`src/rtl/uart_sched_pkg.sv`:
```
// uart_sched_pkg: shared state encoding, default peripheral addresses and UART_CON bit positions
package uart_sched_pkg;
   typedef enum logic [1:0] {IDLE, SEND, GAP, POLL} state_t;
   localparam logic [31:0] TXD_ADDR_DEF = 32'h4000_0018;
   localparam logic [31:0] CON_ADDR_DEF = 32'h4000_0020;
   localparam int CON_SENDING = 4;
   localparam int CON_TXDONE  = 2;
endpackage

```
`src/rtl/sync_fifo.sv`:
```
// sync_fifo: DEPTH x W synchronous FIFO with single-cycle flush and occupancy output
module sync_fifo #(
   parameter int DEPTH = 8,
   parameter int W     = 8
) (
   input  logic                   clk,
   input  logic                   reset,
   input  logic                   push,
   input  logic                   pop,
   input  logic                   flush,
   input  logic [W-1:0]           din,
   output logic [W-1:0]           dout,
   output logic                   full,
   output logic                   empty,
   output logic [$clog2(DEPTH):0] level
);
   localparam int AW = $clog2(DEPTH);
   logic [W-1:0]  r_mem [DEPTH];
   logic [AW-1:0] r_wp, r_rp;
   logic [AW:0]   r_level;
   logic          w_push, w_pop;
   assign full   = r_level == (AW+1)'(DEPTH);
   assign empty  = r_level == '0;
   assign level  = r_level;
   assign dout   = r_mem[r_rp];
   // a full FIFO refuses pushes even when a pop frees a slot in the same cycle
   assign w_push = push && !full && !flush;
   assign w_pop  = pop && !empty && !flush;
   always_ff @(posedge clk) begin
      if (w_push) r_mem[r_wp] <= din;
   end
   always_ff @(posedge clk) begin
      if (reset) begin
         r_wp    <= '0;
         r_rp    <= '0;
         r_level <= '0;
      end else if (flush) begin
         r_rp    <= r_wp;
         r_level <= '0;
      end else begin
         if (w_push) r_wp <= r_wp + AW'(1);
         if (w_pop) r_rp <= r_rp + AW'(1);
         r_level <= r_level + {{AW{1'b0}}, w_push} - {{AW{1'b0}}, w_pop};
      end
   end
endmodule

```
`src/rtl/uart_tx_sched.sv`:
```
// uart_tx_sched: bus master draining a byte FIFO into the UART, one TXD write then CON polls per byte
module uart_tx_sched
   import uart_sched_pkg::*;
#(
   parameter int          DEPTH    = 8,
   parameter logic [31:0] TXD_ADDR = TXD_ADDR_DEF,
   parameter logic [31:0] CON_ADDR = CON_ADDR_DEF,
   parameter int          POLL_GAP = 16,
   parameter logic [31:0] TIMEOUT  = 32'd40000
) (
   input  logic                   clk,
   input  logic                   reset,
   input  logic                   in_valid,
   input  logic [7:0]             in_data,
   output logic                   in_ready,
   input  logic                   flush,
   output logic                   bus_req,
   input  logic                   bus_gnt,
   output logic                   rd,
   output logic                   wr,
   output logic [31:0]            addr,
   output logic [31:0]            wdata,
   input  logic [31:0]            rdata,
   output logic                   busy,
   output logic [$clog2(DEPTH):0] level,
   output logic                   err_timeout
);
   localparam int GW = $clog2(POLL_GAP + 1);
   state_t      r_state, w_next;
   logic [31:0] r_tmo;
   logic [GW-1:0] r_gap;
   logic        r_seen, r_err;
   logic [7:0]  w_head;
   logic        w_full, w_empty, w_rd, w_wr, w_timing, w_tmo_hit, w_unused;
   sync_fifo #(.DEPTH(DEPTH), .W(8)) u_fifo (
      .clk   (clk),
      .reset (reset),
      .push  (in_valid),
      .pop   (w_wr),
      .flush (flush),
      .din   (in_data),
      .dout  (w_head),
      .full  (w_full),
      .empty (w_empty),
      .level (level)
   );
   assign w_timing  = r_state == GAP || r_state == POLL;
   assign w_tmo_hit = w_timing && r_tmo >= TIMEOUT;
   always_comb begin
      w_next = r_state;
      w_rd   = 1'b0;
      w_wr   = 1'b0;
      case (r_state)
         IDLE: w_next = w_empty ? IDLE : SEND;
         SEND: begin
            // a flush cancels a head byte that has not reached TXD yet
            w_wr   = bus_gnt && !flush && !w_empty;
            w_next = (flush || w_empty) ? IDLE : bus_gnt ? GAP : SEND;
         end
         GAP: w_next = (r_gap <= GW'(1)) ? POLL : GAP;
         POLL: begin
            w_rd   = bus_gnt && !w_tmo_hit;
            w_next = !bus_gnt ? POLL : (rdata[CON_SENDING] || !r_seen) ? GAP : IDLE;
         end
         default: w_next = IDLE;
      endcase
      if (w_tmo_hit) w_next = IDLE;
      if (reset) begin
         w_rd = 1'b0;
         w_wr = 1'b0;
      end
   end
   always_ff @(posedge clk) begin
      if (reset) begin
         r_state <= IDLE;
         r_tmo   <= '0;
         r_gap   <= '0;
         r_seen  <= 1'b0;
         r_err   <= 1'b0;
      end else begin
         r_state <= w_next;
         r_err   <= r_err | w_tmo_hit;
         if (w_wr) begin
            r_tmo  <= '0;
            r_seen <= 1'b0;
            r_gap  <= GW'(POLL_GAP);
         end else begin
            if (w_timing && r_tmo != '1) r_tmo <= r_tmo + 32'd1;
            if (r_state == GAP) r_gap <= r_gap - GW'(1);
            if (w_rd) begin
               r_gap  <= GW'(POLL_GAP);
               r_seen <= r_seen | rdata[CON_SENDING];
            end
         end
      end
   end
   assign rd          = w_rd;
   assign wr          = w_wr;
   assign bus_req     = r_state == SEND || r_state == POLL;
   assign addr        = w_wr ? TXD_ADDR : w_rd ? CON_ADDR : '0;
   assign wdata       = w_wr ? {24'd0, w_head} : '0;
   assign busy        = r_state != IDLE || !w_empty;
   assign in_ready    = !w_full;
   assign err_timeout = r_err;
   assign w_unused    = &{1'b0, rdata};
endmodule
```
`config.mk`:
```
export PLATFORM = sky130hd
export DESIGN_NAME = uart_tx_sched
export DESIGN_NICKNAME = d
export VERILOG_FILES = /design/src/rtl/uart_sched_pkg.sv /design/src/rtl/sync_fifo.sv /design/src/rtl/uart_tx_sched.sv
export SDC_FILE = /design/constraint.sdc
export NUM_CORES = 1
export LEC_CHECK = 0
export CAP_MARGIN = 30
export CELL_PAD_IN_SITES_DETAIL_PLACEMENT = 0
export CELL_PAD_IN_SITES_GLOBAL_PLACEMENT = 1
export CORE_UTILIZATION = 45
export CTS_BUF_LIST = sky130_fd_sc_hd__clkbuf_4
export DETAILED_ROUTE_END_ITERATION = 16
export HOLD_SLACK_MARGIN = 0.03
export MAX_ROUTING_LAYER = met4
export PLACE_DENSITY_LB_ADDON = 0.1
export SYNTH_ARGS = -nofsm -noshare
export SYNTH_HDL_FRONTEND = slang
export SYNTH_SLANG_ARGS = --single-unit
```
`constraint.sdc`:
```
create_clock -name clk -period 3.8 [get_ports clk]
set_input_delay 0.57 -clock clk [delete_from_list [all_inputs] [get_ports clk]]
set_output_delay 0.57 -clock clk [all_outputs]
set_load 0.05 [all_outputs]
```
==> run metrics <==
run status completed; Syn-to-layout area delta 11.6%; DRT Pass-1 Iters 4; Hold Slack approximately 0.46 ns; # DRC 0; Total Routing Usage GR ~20%; hpwl dp a little over 8 mm; Hold EP r_seen$_SDFFE_PP0P_; placed instance area ~6200 um2; Post-synth EDFFs between 60 and 70; Hold Crit Start r_seen$_SDFFE_PP0P_; Final Max Slew Viols 0; I/O Buffers 35; placed insts between 700 and 800; Initial Util 46.2%; worst hold path type flip-flop to flip-flop; Mapped Avg Cell Area between 10 and 15 um2; final net count 637; most frequent cells in the layout edfxtp_1, dfxtp_1, conb_1; crit path DAT around 2.7 ns; Max-Cap Viols 0; final cell count without fillers roughly 770; Clock Tree Buf Depth 2; fillcell total between 1000 and 1500; Die ar. 13500 um2; WP data required 3.23 ns; commonest non-fill, non-tap cell in the layout edfxtp_1; synthesis warning total 0; grt total ovfl 0; WL/cell ~16 um; Pleak 0.00238 uW; initial antenna violation count 1; design area between 6000 and 7000 um2; via/cell ratio 5.22; sequential element share of the synthesized area slightly above 50%; worst slew pin tran 0.874 ns; slowest cell on the critical path or4_1; via count about 4000; post-synth cell types 55; ANT nets after route 0; final hold violations 0; worst setup path start r_tmo[6]$_SDFFE_PP0P_; gpl congestion around 0.85; largest net degree at the start of global routing 32; PwrDens 384 nW/um2; r2r startpoint u_fifo.level[2]$_SDFF_PP0_; Max stage delay on crit path between 0.5 and 0.6 ns; top_reg_cell synth edfxtp_1; CTS Buf Count 17; Die H 116 um; setup_tns 0 ns; Final min period 3.30 ns; Worst setup EP type primary output; clk sinks approximately 120; hold path depth 2; CP cell instances or4_1 > a211o_1 > a21oi_2 > nand3_1 > nor2_1 > dlymetal6s2s_1; CTS tree yes; # IOs ~120; CORE AREA around 13000 um2; FMAX around 300 MHz; crit path kind flip-flop to primary output; FF-to-FF path depth 13; Slew headroom 41.6%; RSZ-0062 raised after global routing no; H-Tree Level Count 4; clk slew on worst S/H paths roughly 0.10 ns; Gate Count Post-Synth approximately 530; worst skew pair latency 0.53 ns; Routed WL 12.0 mm; #FFs+latches synth 118; worst r2r dst u_fifo.level[2]$_SDFF_PP0_; Peak VDD IR 0.000161 V; post-synthesis async set-or-reset flop share 0%; Tcrit/Tclk final 86.8%; Iteration-0 DRC Markers approximately 290; vias in the first global route a little under 4000; post-synthesis cell area approximately 6000 um2; CTS Root Cell clkbuf_4; Die W about 120 um; crit path max fanout 5; share of post-route cells with drive strength above 1 14.9%; FF-to-FF setup slack around 1.3 ns; first-pass GRT wire length around 19 mm; Setup Viol. Count Final 0; skew final about 0.013 ns; Rows 41; startpoint types flip-flop
what timing repair did:
item                       in CTS  in global routing
resized for setup               0                  3
hold buffers                    0                  0
setup endpoints to repair       0                  3
setup buffers                   0                  0
metrics by stage:
stage / utilization (%) / power [uW] / setup slack [ns]
after CTS: 51.5 / 2540 / 0.0731
after global routing: 51.6 / 2610 / 0.309
final: 51.6 / 2510 / 0.501
after detailed placement: 49.2 / 1620 / 0.599
after global placement: 49.2 / 1620 / 0.612
after floorplan: - / 1610 / 0.805
power breakdown:
group          leakage [uW]  internal [uW]  switching (uW)
registers           0.00101           1350            14.5
clock network      0.000151            466             452
logic               0.00122           52.0             172
worst max path at each step:
stage               end  depth (start not counted)
5_1_grt              rd                          6
4_1_cts              rd                          6
6_report             rd                          6
2_1_floorplan  wdata[0]                          6
3_5_place_dp   addr[30]                          7
3_3_place_gp   addr[30]                          7
area by class of cell:
class | instances | area, um2 | share of cell area [%]
multi-input combinational | 372 | 2500 | 38.2
sequential | 118 | 3000 | 46.0
timing repair buffer | 50 | 455 | 6.97
antenna | 1 | 2.50 | 0.0383
clock inverter | 12 | 138 | 2.11
clock buffer | 20 | 150 | 2.30
inverter | 20 | 75.1 | 1.15
tap | 172 | 215 | 3.29
per-layer routing:
metal  global-route usage [%]  vias up  share of wire [%]
met5                        -        -                  0
met4                     7.18        0                1.3
li1                         -     1948                  -
met3                     4.72       14                3.1
met1                     24.7     1945                 47
met2                     31.9       86                 48
logic make-up after synthesis:
| logic type | synth area share [%] |
|---|---|
| and+or+nand+nor | 18.0 |
| DFF | 51.3 |
| buffers and inverters | 9.53 |
| AOI/OAI and AO/OA | 7.73 |
| muxes | 8.37 |
| xor gates and xnor gates | 2.09 |
| adders and majority gates | 2.90 |
| other | 0.0640 |
flip-flops by register name (all words and copies together), names as in the netlist, named ones only:
signal        flops
u_fifo.r_rp       3
u_fifo.r_mem     64
err_timeout       1
r_state           2
u_fifo.r_wp       3
r_tmo            32
r_seen            1
r_gap             5
u_fifo.level      4
cell usage after synthesis (11+ instances only):
master | instances | share of area [%]
a21oi_1 | 19 | 1.6
nand4_1 | 12 | 1.3
edfxtp_1 | 64 | 33
nor3_1 | 11 | 0.94
buf_4 | 54 | 6.9
mux4_2 | 16 | 6.2
nand2_1 | 41 | 2.6
nor2_1 | 51 | 3.3
o21ai_0 | 12 | 1.0
ha_1 | 12 | 2.6
mux2i_1 | 13 | 2.2
nand3_1 | 18 | 1.5
inv_1 | 19 | 1.2
dfxtp_1 | 54 | 18
worst max-delay path: cells and delay by family (launching register included):
kind                   cells  cell delay [ns]
buffers and inverters      1             0.42
DFF                        1             0.36
AOI/OAI and AO/OA          2             0.57
and+or+nand+nor            3             0.84
No activity file was read; power rests on OpenSTA's default activity.
